[src/rtl/div4bit_seq_ctrl.sv]
// 4-bit unsigned sequential divider.
// Restoring shift-subtract division, one quotient bit per clock, MSB first.
// A divide-by-zero request skips the iteration phase and reports Error.
//
// Handshake: start is sampled on each rising edge. It is accepted only in
// IDLE; in CALC and DONE it is ignored and nothing is queued. busy is high
// exactly while iterating. done is a one-cycle pulse on which Quotient,
// Remainder, Error and Fractional are valid. Those result registers then
// hold until the next result is written.
module div4bit_seq_ctrl (
  input  logic       clk,
  input  logic       rst_n,
  input  logic       start,
  input  logic [3:0] A,
  input  logic [3:0] B,
  output logic       busy,
  output logic       done,
  output logic [3:0] Quotient,
  output logic [3:0] Remainder,
  output logic       Error,
  output logic       Fractional,
  output logic [1:0] dbg_state
);

  typedef enum logic [1:0] {
    IDLE = 2'd0,
    CALC = 2'd1,
    DONE = 2'd2
  } state_t;

  state_t     state;

  // dividend shifts left each iteration.
  // Quotient bits enter at its LSB, so after four steps it holds the quotient.
  logic [3:0] dividend;
  logic [3:0] divisor;
  logic [4:0] partial;
  logic [1:0] cnt;

  logic [4:0] trial_p;
  logic [4:0] next_p;
  logic       q_bit;

  assign dbg_state = state;

  // One restoring-division step: shift in the next dividend bit, then subtract if it fits.
  always_comb begin
    trial_p = {partial[3:0], dividend[3]};
    next_p  = trial_p;
    q_bit   = 1'b0;
    if (trial_p >= {1'b0, divisor}) begin
      next_p = trial_p - {1'b0, divisor};
      q_bit  = 1'b1;
    end
  end

  // Control FSM with registered status and result outputs.
  always_ff @(posedge clk or negedge rst_n) begin
    if (!rst_n) begin
      state      <= IDLE;
      busy       <= 1'b0;
      done       <= 1'b0;
      Quotient   <= 4'd0;
      Remainder  <= 4'd0;
      Error      <= 1'b0;
      Fractional <= 1'b0;
      dividend   <= 4'd0;
      divisor    <= 4'd0;
      partial    <= 5'd0;
      cnt        <= 2'd0;
    end else begin
      case (state)
        IDLE: begin
          if (start) begin
            if (B != 4'd0) begin
              dividend <= A;
              divisor  <= B;
              partial  <= 5'd0;
              cnt      <= 2'd3;
              busy     <= 1'b1;
              state    <= CALC;
            end else begin
              Error      <= 1'b1;
              Quotient   <= 4'd0;
              Remainder  <= 4'd0;
              Fractional <= 1'b0;
              done       <= 1'b1;
              state      <= DONE;
            end
          end
        end
        CALC: begin
          partial  <= next_p;
          dividend <= {dividend[2:0], q_bit};
          cnt      <= cnt - 2'd1;
          if (cnt == 2'd0) begin
            Quotient   <= {dividend[2:0], q_bit};
            Remainder  <= next_p[3:0];
            Error      <= 1'b0;
            Fractional <= (next_p[3:0] != 4'd0);
            busy       <= 1'b0;
            done       <= 1'b1;
            state      <= DONE;
          end
        end
        DONE: begin
          done  <= 1'b0;
          state <= IDLE;
        end
        default: begin
          busy  <= 1'b0;
          done  <= 1'b0;
          state <= IDLE;
        end
      endcase
    end
  end

endmodule
[config.mk]
export PLATFORM = sky130hd
export DESIGN_NAME = div4bit_seq_ctrl
export DESIGN_NICKNAME = d
export VERILOG_FILES = /design/src/rtl/div4bit_seq_ctrl.sv
export SDC_FILE = /design/constraint.sdc
export NUM_CORES = 1
export LEC_CHECK = 0
export CAP_MARGIN = 20
export CORE_UTILIZATION = 51
export DETAILED_ROUTE_END_ITERATION = 10
export HOLD_SLACK_MARGIN = 0.15
export PLACE_DENSITY = 0.78
export SLEW_MARGIN = 40
export SYNTH_ARGS = -nofsm -noshare
export SYNTH_HDL_FRONTEND = slang
export SYNTH_SLANG_ARGS = --single-unit
[constraint.sdc]
create_clock -name clk -period 2.3 [get_ports clk]
set_input_delay 0.46 -clock clk [delete_from_list [all_inputs] [get_ports clk]]
set_output_delay 0.46 -clock clk [all_outputs]
set_load 0.02 [all_outputs]
# [Word level (Yosys, flattened, before mapping)]
# Index checks and enable logic that the tools add are counted.
[totals] register_bits=28 latch_bits=0 ram_bits=0 mem_bits_ro=0 output_inout_bits=14 word_cells=66 memories=0
[op_classes] n_addsub=2 mul=0 div=0 n_lt_le_gt_ge=1 n_eq_ne=6 n_shift=0 muxes=34 bitwise_logic=1 n_reduce_logical=11
[op_table] cell="$mux W4" count=9
[op_table] cell="$pmux W4 S2" count=4
[op_table] cell="$mux W1" count=10
[op_table] cell="$mux W2" count=5
[op_table] cell="$reduce_and A3 Y1" count=3
[op_table] cell="$ne A2 B2 Y1 const B" count=4
[op_table] cell="$pmux W2 S2" count=2
[op_table] cell="$reduce_and A4 Y1" count=2
[op_table] cell="$reduce_bool A4 Y1" count=2
[op_table] cell="$pmux W1 S2" count=3
[op_table] cell="$ge A5 B4 Y1" count=1
[op_table] cell="$logic_not A2 Y1" count=2
[op_table] cell="$sub A4 B4 Y4" count=1
[op_table] cell="$pmux W1 S3" count=1
[op_table] cell="$eq A2 B1 Y1 const B" count=1
[op_table] cell="$eq A2 B2 Y1 const B" count=1
[op_table] cell="$reduce_and A2 Y1" count=1
[op_table] cell="$reduce_bool A2 Y1" count=1
[op_table] cell="$sub A2 B1 Y2 const B" count=1
[op_table] cell="$not A1 Y1" count=1

# [Logic depth before layout (Yosys ltp)]
# Gate-level depths: netlist (run 1).
[depth] word_depth=5 ltp_mapped=7 ltp_nobuf=7

# [Least setup slack after synthesis (run 1)]
# OpenSTA, ideal clock, no wires.
[synth_timing] path_type="register to register" startpoint="register partial[1]" endpoint="register Fractional" setup_time_ns=0.101 arrival_time_ns=1.568 t_required_ns=2.199 path_slack_ns=0.632 stages_incl_launch_ff=7 n_path_buf=0 synth_period_minus_slack_ns=1.668 path_cell_list="dfrtp_1 -> ha_1 -> o21a_1 -> nor3_2 -> a21oi_4 -> nor3b_1 -> o311ai_2"
[synth_between] elab_chain_cells=5
[synth_lines] element="start: declaration" line="37" text="logic [4:0] partial;"
[synth_lines] element="start signal: assignment" line="93" text="partial <= next_p;"
[synth_lines] element="$sub A4 B4 Y4 or $ge A5 B4 Y1 (tied branches)" line="52, 51"
[synth_lines] element="$mux W4 (*)" line="51" text="if (trial_p >= {1'b0, divisor}) begin"
[synth_lines] element="$reduce_bool A4 Y1 (*)" line="100" text="Fractional <= (next_p[3:0] != 4'd0);"
[synth_lines] element="$mux W1 (*)" line="96" text="if (cnt == 2'd0) begin"
[synth_lines] element="$pmux W1 S2 (*)" line="72" text="case (state)"
[synth_lines] element="end signal: assignment" line="100"
[synth_lines] element="end: declaration" line="21" text="output logic Fractional,"
# Every way passes the cells marked *; elsewhere a longest branch is shown, timed or not. The select of a mux whose other input is x is not followed.
# A chain may end at the register's enable or synchronous reset.

# [Worst setup path in the final report (run 1)]
[layout_timing] startpoint="register state[0], in the netlist dbg_state[0]" endpoint="output port dbg_state[0]"
[layout_rtl] element="start: declaration" line="31" text="state_t state;"
[layout_rtl] element="start signal: assignment" line="60" text="state <= IDLE;"
[layout_rtl] element="start signal: assignment" line="81" text="state <= CALC;"
[layout_rtl] element="start signal: assignment" line="88" text="state <= DONE;"
[layout_rtl] element="end: declaration" line="22" text="output logic [1:0] dbg_state"
# No word-level cell between the ends.

==> impl_metrics.csv, run 1 <==
group,metric,value,unit
run_status,status,"finished clean",
clocking,cts_resized,0,
pwr,power,0.00268,W
sta,setup_viol,0,
drt,route.met2.wl,1380,um
placement,pre_cts_ws,45.2,ps
placement,dp_cells,180,
finish,fillers,216,
global_routing,grt_pass1_wl,4610,um
die,die_height,54.7,um
finish,nets,172,
hold_path,holdPathEnd,"cnt[0]$_DFFE_PN0P_",
drt,routed_via_density,5.56,
drt,drt-met1-wl,1280,um
die,coreArea,2540,um^2
setup_path,critPathMaxStageDelay,660,ps
clocking,path_clk_slew,150,ps
finish,regArea,701,um^2
setup_path,crit_start,"dbg_state[0]$_DFFE_PN0P_",
flow_run,max-cap-violations,0,
pwr,p_sw_share,43.9,%
hold_path,hp-class,"register to register",
finish,drive_gt1_share,10.5,%
drt,via_count,1018,
sta,hold_viol_final,0,
clocking,cts_sinks,28,
pwr,cell_internal_pwr,0.00150,W
drt,wl,2730,um
global_routing,grt_use_total,21.7,%
hold_path,hold_depth,1,
sta,tns,0,ps
finish,fin_util,66.8,%
logic_synthesis,yosys_warnings,0,
logic_synthesis,ys_seq_area_share,49.6,%
drt,drt_iter0_markers,13,
setup_path,cp_cell_sequence,"clkdlybuf4s50_1",
drt,met3_length,59,um
sta,period_minus_slack,1970,ps
global_routing,grt_max_degree,29,
setup_path,critPathArrivalTime,1510,ps
setup_path,reg2reg_from,"dividend[3]$_DFFE_PN0P_",
sta,fin_ws,327,ps
clocking,cts_buffer_depth,2,
clocking,clk_latency,320,ps
drt,route.detailed.drc,0,
sta,worstMarginPinSlew,437,ps
clocking,clockRootBuffer,"clkbuf_4",
logic_synthesis,yosys.area.top_type_share,49.6,%
sta,slew-limit-headroom,70.9,%
die,dieWidth,54.7,um
logic_synthesis,synth_nets,145,
logic_synthesis,synth-async-reset-ratio,100,%
setup_path,cp.required,1840,ps
drt,first_pass_iters,4,
sta,slew_viol_final,0,
pwr,p_per_area,1580,nW/um^2
clocking,cts_buffers,3,
logic_synthesis,ys_seq_elements,28,
finish,area_growth,20.2,%
logic_synthesis,synth_enable_flop_cells,0,
logic_synthesis,avgSynthCellArea,11.0,um^2
global_routing,grt_pass1_vias,1035,
logic_synthesis,ys_types,37,
global_routing,antenna_found_initial,0,
die,io_pins,25,
logic_synthesis,synth_area_leader_cell,"dfrtp_1",
pwr,vdd_drop_max,0.000972,V
placement,io_buffers,24,
setup_path,critPathMaxFanout,7,
pwr,pwr-share-comb,59.5,%
placement,hpwl,2120,um
finish,multi_input_area,649,um^2
die,die-area,2990,um^2
finish,final_cell_mix,"28 x dfrtp_1, 24 x clkdlybuf4s50_1, 17 x nand2_1",
pwr,pwr-share-clk,7.4,%
global_routing,grt_overflow,0,
setup_path,critical-path-top-delay-family,"buffers and inverters",
die,row_count,18,
logic_synthesis,synthCells,128,
clocking,hold_buffers,0,
setup_path,startpoint_type,"register",
setup_path,r2r_end,"Remainder[0]$_DFFE_PN0P_",
hold_path,min_from,"cnt[0]$_DFFE_PN0P_",
sta,skew,8.72,ps
setup_path,worst-setup-path-type,"register to output port",
drt,final_antenna_net_count,0,
sta,rsz0062_at_grt,"no",
sta,fmax,507,MHz
finish,final_common_cell,"dfrtp_1",
pwr,switchingPower,0.00118,W
pwr,p_seq_share,33.1,%
finish,final_cells,183,
sta,fin_crit_sh,85.8,%
clocking,cts_max_level,1,
setup_path,rrSetupSlack,450,ps
clocking,cts_tree,"yes",
pwr,p_leak,0.756,nW
clocking,cts_setup_buffers,0,
logic_synthesis,netlist_top_cells_area,"dfrtp_1 50%, mux2i_1 5.0%, nand2_1 4.5%",
setup_path,slowest_stage,"clkdlybuf4s50_1",
setup_path,worst-r2r-cell-count,6,
drt,wl_per_cell,14.9,um
die,start_util,55.6,%
logic_synthesis,synth_area,1410,um^2
setup_path,end_kind,"output port",
placement,place_congestion,0.857,
drt,highest_layer,"met4",
logic_synthesis,ys.flop_type,"dfrtp_1",
finish,antenna_cells,0,
setup_path,cp_num_buf_inv,1,
[registers in the layout, summed over array words and instances (netlist names)]
name        count
partial         4
busy            1
divisor         4
done            1
dividend        4
Quotient        4
Fractional      1
cnt             2
Error           1
dbg_state       2
Remainder       4
[worst max path at each step]
stage	endpoint	slack (ps)	cells past startpoint
2_1_floorplan	Fractional$_DFFE_PN0P_	630	6
3_3_place_gp	Quotient[2]$_DFFE_PN0P_	100	5
3_5_place_dp	divisor[0]$_DFFE_PN0P_	50	5
4_1_cts	dbg_state[0]	340	1
5_1_grt	dbg_state[0]	280	1
6_report	dbg_state[0]	330	1
[stage by stage]
stage               hold WS [ps]  instance area (um^2)
detailed placement           472                  1680
finish                       483                  1700
global placement             459                  1680
global route                 524                  1700
floorplan                    164                  1410
CTS                          489                  1700
[cells in the mapped netlist (2+ instances only)]
library cell and number:
dfrtp_1 28, nand2_1 17, o21ai_0 10, inv_1 8
mux2i_1 7, a22o_1 6, o21ai_1 6, ha_1 5
a21oi_1 3, nor2_1 3, buf_6 2, clkbuf_1 2
nand2b_1 2, nand3b_1 2, nor2b_1 2, nor3_1 2
o21a_1 2, xor2_1 2
[power groups by stage]
stage	clock (W)	combinational (W)	sequential (W)
6_report	0.000198	0.00160	0.000887
5_1_grt	0.000220	0.00177	0.000920
4_1_cts	0.000200	0.00161	0.000888
3_5_place_dp	0	0.00159	0.000901
3_3_place_gp	0	0.00155	0.000890
2_1_floorplan	0	0.00102	0.000991
[layout make-up]
cell class              instances  area share, %
well taps                      30           2.21
multi-input cells              87           38.2
repair buffers                 26           15.0
inverters                       9           1.99
clock buffers                   3           1.33
flip-flops and latches         28           41.2
[layer usage]
layer / up-vias / global-route usage [%]
met5: - / 0
met4: 0 / 7.69
met3: 2 / 2.50
met2: 11 / 35.7
met1: 503 / 29.2
li1: 502 / -
[kinds of logic (layout without fill, tap and decap cells)]
kind of cell / Yosys count / after routing / synth area share (%)
compound gates: 33 / 33 / 16.4
xor+xnor: 2 / 2 / 1.24
fa+ha+maj: 6 / 6 / 5.84
buf+inv: 13 / 38 / 4.51
flops: 28 / 28 / 49.6
mux: 8 / 8 / 6.02
simple gates: 38 / 38 / 16.5
Note: power is estimated with default switching activity, not from simulation.
==> inputs of run 2 (changes only) <==
--- a/config.mk
+++ b/config.mk
@@ -6,10 +6,10 @@
 export NUM_CORES = 1
 export LEC_CHECK = 0
 export CAP_MARGIN = 20
-export CORE_UTILIZATION = 51
+export CORE_MARGIN = 2
+export CORE_UTILIZATION = 30
 export DETAILED_ROUTE_END_ITERATION = 10
 export HOLD_SLACK_MARGIN = 0.15
-export PLACE_DENSITY = 0.78
 export SLEW_MARGIN = 40
 export SYNTH_ARGS = -nofsm -noshare
 export SYNTH_HDL_FRONTEND = slang
==> impl_metrics.csv, run 2 (synthesized netlist as in run 1, its figures left out) <==
group,metric,value,unit
run_status,status,"finished clean",
finish,final_cells,208,
sta,period_minus_slack,1910,ps
sta,setup_viol,0,
global_routing,grtUsageMet2,20.6,%
clocking,cts_tree,"yes",
hold_path,hp-class,"register to register",
drt,wl,2980,um
finish,antenna_cells,0,
placement,dp_cells,204,
pwr,p_per_area,1620,nW/um^2
finish,area_growth,26.6,%
die,coreArea,4440,um^2
die,dieWidth,72.7,um
setup_path,crit_start,"dbg_state[0]$_DFFE_PN0P_",
die,io_pins,25,
setup_path,cp_num_buf_inv,1,
drt,first_pass_iters,4,
placement,place_congestion,0.768,
finish,final_area,1790,um^2
die,die_height,72.7,um
setup_path,worst-path-stages,1,
clocking,cts_resized,0,
finish,fin_util,40.3,%
placement,place_area,1720,um^2
setup_path,worst-r2r-cell-count,6,
clocking,hold_buffers,0,
finish,final_cell_mix,"28 x dfrtp_1, 24 x clkdlybuf4s50_1, 17 x nand2_1",
setup_path,end_kind,"output port",
clocking,cts_buffer_depth,2,
sta,worstMarginPinSlew,420,ps
drt,wl_per_cell,14.3,um
sta,slew-limit-headroom,71.9,%
setup_path,slowest_stage,"clkdlybuf4s50_1",
clocking,clockRootBuffer,"clkbuf_8",
global_routing,grt_use_total,12.3,%
sta,fmax,523,MHz
global_routing,grt_pass1_wl,4960,um
setup_path,r2r_end,"partial[3]$_DFFE_PN0P_",
setup_path,crit_end,"dbg_state[0]",
clocking,cts_sinks,28,
placement,hpwl,2330,um
setup_path,worst-setup-path-type,"register to output port",
finish,final_common_cell,"dfrtp_1",
clocking,cts_buffers,3,
setup_path,critPathMaxStageDelay,670,ps
setup_path,reg2reg_from,"partial[1]$_DFFE_PN0P_",
drt,drt_iter0_markers,39,
drt,route.detailed.drc,0,
sta,hold_viol_final,0,
die,row_count,24,
drt,final_antenna_net_count,0,
global_routing,grt_max_degree,29,
finish,drive_gt1_share,12.2,%
setup_path,critPathArrivalTime,1450,ps
sta,skew,4.77,ps
die,die-area,5280,um^2
sta,slew_viol_final,0,
global_routing,antenna_found_initial,0,
die,start_util,31.8,%
setup_path,critPathMaxFanout,7,
clocking,clk_latency,280,ps
flow_run,max-cap-violations,0,
global_routing,gr-usage-met1,15.8,%
global_routing,grt_use_met3,2.49,%
global_routing,grt_busiest_layer,"met2",
pwr,vdd_drop_max,0.000474,V
clocking,cts_setup_buffers,0,
setup_path,critical-path-top-delay-family,"buffers and inverters",
drt,routed_via_density,4.84,
pwr,p_leak,0.788,nW
setup_path,rrSetupSlack,400,ps
clocking,cts_max_level,1,
setup_path,cp.required,1840,ps
clocking,path_clk_slew,100,ps
setup_path,cp_cell_sequence,"clkdlybuf4s50_1",
sta,tns,0,ps
setup_path,startpoint_type,"register",
sta,fin_crit_sh,83.1,%
global_routing,grt_pass1_vias,1028,
sta,rsz0062_at_grt,"no",
placement,io_buffers,24,
global_routing,grt_overflow,0,
finish,nets,174,
drt,via_count,1006,
[run 2: worst min-delay path by stage]
stage | startpoint | end | slack (ps) | depth (start not counted)
after floorplan | rst_n | Error$_DFFE_PN0P_ | 160 | 0
after global placement | cnt[0]$_DFFE_PN0P_ | cnt[0]$_DFFE_PN0P_ | 460 | 1
after detailed placement | cnt[0]$_DFFE_PN0P_ | cnt[0]$_DFFE_PN0P_ | 470 | 1
after CTS | cnt[0]$_DFFE_PN0P_ | cnt[0]$_DFFE_PN0P_ | 480 | 1
after global routing | cnt[0]$_DFFE_PN0P_ | cnt[0]$_DFFE_PN0P_ | 510 | 1
final | cnt[0]$_DFFE_PN0P_ | cnt[0]$_DFFE_PN0P_ | 480 | 1
[run 2: routing by layer]
layer	wire length, um	up-vias	share of wire [%]
li1	-	505	-
met1	1350	484	45
met2	1500	12	50
met3	79	5	2.7
met4	48	0	1.6
met5	0	-	0
[run 2: area by class of cell]
type | instances | area, um^2
inverter | 9 | 33.8
sequential | 28 | 701
clock buffer | 3 | 41.3
tap | 52 | 65.1
fill | 435 | 2650
multi-input combinational | 87 | 649
timing repair buffer | 28 | 270
clock inverter | 1 | 30.0
[run 2: power by group]
part           internal (W)  switching [W]
Sequential         0.000720       0.000170
Clock              0.000233       0.000153
Combinational      0.000731       0.000889
Total               0.00168        0.00121
[run 2: per-stage QoR]
stage	worst slack, ps	hold slack [ps]	total power [W]
global placement	133	461	0.00247
finish	389	479	0.00290
global route	301	512	0.00312
floorplan	632	164	0.00201
detailed placement	94.1	471	0.00254
CTS	383	485	0.00293
==> inputs of run 3 (changes only) <==
==> constraint.sdc (replaced) <==
create_clock -name clk -period 1.55 [get_ports clk]
set_input_delay 0.31 -clock clk [delete_from_list [all_inputs] [get_ports clk]]
set_output_delay 0.31 -clock clk [all_outputs]
set_load 0.02 [all_outputs]
==> impl_metrics.csv, run 3 (synthesized netlist as in run 1, its figures left out) <==
group,metric,value,unit
placement,pre_cts_ws,-496,ps
global_routing,grt_use_total,13.2,%
die,die-area,5280,um^2
setup_path,end_kind,"register",
pwr,pwr-share-comb,65.3,%
finish,final_common_cell,"dfrtp_1",
clocking,clockRootBuffer,"clkbuf_8",
finish,antenna_cells,0,
hold_path,hp-class,"input port to register",
finish,final_cell_mix,"26 x dfrtp_1, 22 x buf_4, 17 x dlygate4sd2_1",
finish,final_area,2090,um^2
sta,period_minus_slack,1680,ps
run_status,failed_checks,"setup timing",
finish,drive_gt1_share,36.0,%
clocking,cts_buffers,3,
drt,routed_via_density,4.81,
drt,first_pass_iters,6,
clocking,cts_buffer_depth,2,
clocking,cts_sinks,28,
drt,wl,3420,um
placement,place_area,1870,um^2
finish,final_cells,230,
drt,wl_per_cell,14.9,um
sta,fmax,596,MHz
global_routing,antenna_found_initial,0,
global_routing,grt_max_degree,29,
drt,route.detailed.drc,0,
die,io_pins,25,
pwr,switchingPower,0.00228,W
global_routing,grt_overflow,0,
setup_path,critPathMaxFanout,5,
setup_path,startpoint_type,"register",
finish,nets,196,
placement,io_buffers,24,
clocking,path_clk_slew,100,ps
pwr,p_sw_share,41.9,%
finish,fin_util,47.1,%
global_routing,grt_pass1_vias,1143,
sta,skew,8.32,ps
clocking,clk_latency,270,ps
pwr,vdd_drop_max,0.000726,V
drt,final_antenna_net_count,0,
flow_run,max-cap-violations,0,
pwr,cell_internal_pwr,0.00317,W
placement,place_congestion,0.828,
pwr,p_leak,0.950,nW
sta,fin_ws,-128,ps
sta,fin_crit_sh,108,%
global_routing,grt_pass1_wl,5490,um
run_status,status,"finished with violations",
die,coreArea,4440,um^2
sta,rsz0062_at_grt,"yes",
finish,area_growth,48.0,%
clocking,cts_max_level,1,
setup_path,critPathArrivalTime,1840,ps
pwr,p_seq_share,24.5,%
pwr,pwr-share-clk,10.3,%
setup_path,worst-setup-path-type,"register to register",
clocking,hold_buffers,0,
die,start_util,31.8,%
clocking,cts_tree,"yes",
pwr,p_per_area,2610,nW/um^2
sta,hold_viol_final,0,
die,die_height,72.7,um
drt,drt_iter0_markers,86,
die,dieWidth,72.7,um
placement,dp_cells,220,
sta,worstMarginPinSlew,366,ps
die,row_count,24,
placement,hpwl,2410,um
setup_path,cp.required,1710,ps
drt,via_count,1107,
sta,slew-limit-headroom,75.6,%
sta,setup_viol,11,
sta,slew_viol_final,0,
run 3: changes by cell type in the layout (fill, tap and decap cells not counted), sizes merged:
cell           before  now
a21oi               4    5
buf                 4   24
clkdlybuf4s50      24    6
dlygate4sd2         0   17
dlymetal6s2s        0    1
or2                 2    3
run 3: routing by layer:
layer	part of all wire (%)	vias up	global-route usage, %
met5	0	-	0
met4	0.99	0	4.32
met3	2.7	2	2.62
met2	53	14	22.4
met1	43	543	16.9
li1	-	548	-
run 3: layout make-up:
cell class / count / area (um^2)
Clock inverter: 1 / 30.0
Sequential cell: 28 / 703
Multi-Input combinational cell: 89 / 810
Timing Repair Buffer: 48 / 409
Inverter: 9 / 33.8
Clock buffer: 3 / 41.3
Fill cell: 409 / 2350
Tap cell: 52 / 65.1
run 3: path summary, 6_finish.rpt:
check | cells past startpoint | slack [ps] | to | start
max | 6 | -130 | partial[2]$_DFFE_PN0P_ | partial[1]$_DFFE_PN0P_
min in group asynchronous | 2 | 420 | partial[1]$_DFFE_PN0P_ | rst_n
min reg2reg | 1 | 480 | cnt[0]$_DFFE_PN0P_ | cnt[0]$_DFFE_PN0P_
max reg2reg | 6 | -130 | partial[2]$_DFFE_PN0P_ | partial[1]$_DFFE_PN0P_
min | 3 | 370 | divisor[2]$_DFFE_PN0P_ | B[2]
max in group asynchronous | 2 | 830 | dbg_state[0]$_DFFE_PN0P_ | rst_n
run 3: critical path, stage by stage (launching register included):
cell and delay, ps:
dfrtp_1 430, ha_4 280, o21a_1 150, nor3_4 60, a21oi_4 260, mux2i_2 300, o21ai_1 100
run 3: power groups by stage:
| stage | clock network [W] | registers, W | logic [W] |
|---|---|---|---|
| after floorplan | 0 | 0.00148 | 0.00162 |
| after global placement | 0 | 0.00132 | 0.00274 |
| after detailed placement | 0 | 0.00133 | 0.00280 |
| after CTS | 0.000585 | 0.00133 | 0.00318 |
| after global routing | 0.000614 | 0.00137 | 0.00386 |
| final | 0.000560 | 0.00133 | 0.00356 |
run 3: timing repair:
action	in CTS	in global routing
buffers inserted	3	1
gates resized for setup	33	14
pin swaps	11	8
cloned	1	1
setup endpoints to repair	30	13
run 3: metrics by stage:
| step | setup TNS, ps | power [W] | hold slack [ps] |
|---|---|---|---|
| floorplan | -196 | 0.00310 | 14.4 |
| global placement | -8070 | 0.00406 | 462 |
| detailed placement | -8560 | 0.00413 | 479 |
| CTS | -947 | 0.00509 | 428 |
| global route | -1800 | 0.00584 | 399 |
| finish | -1070 | 0.00545 | 369 |
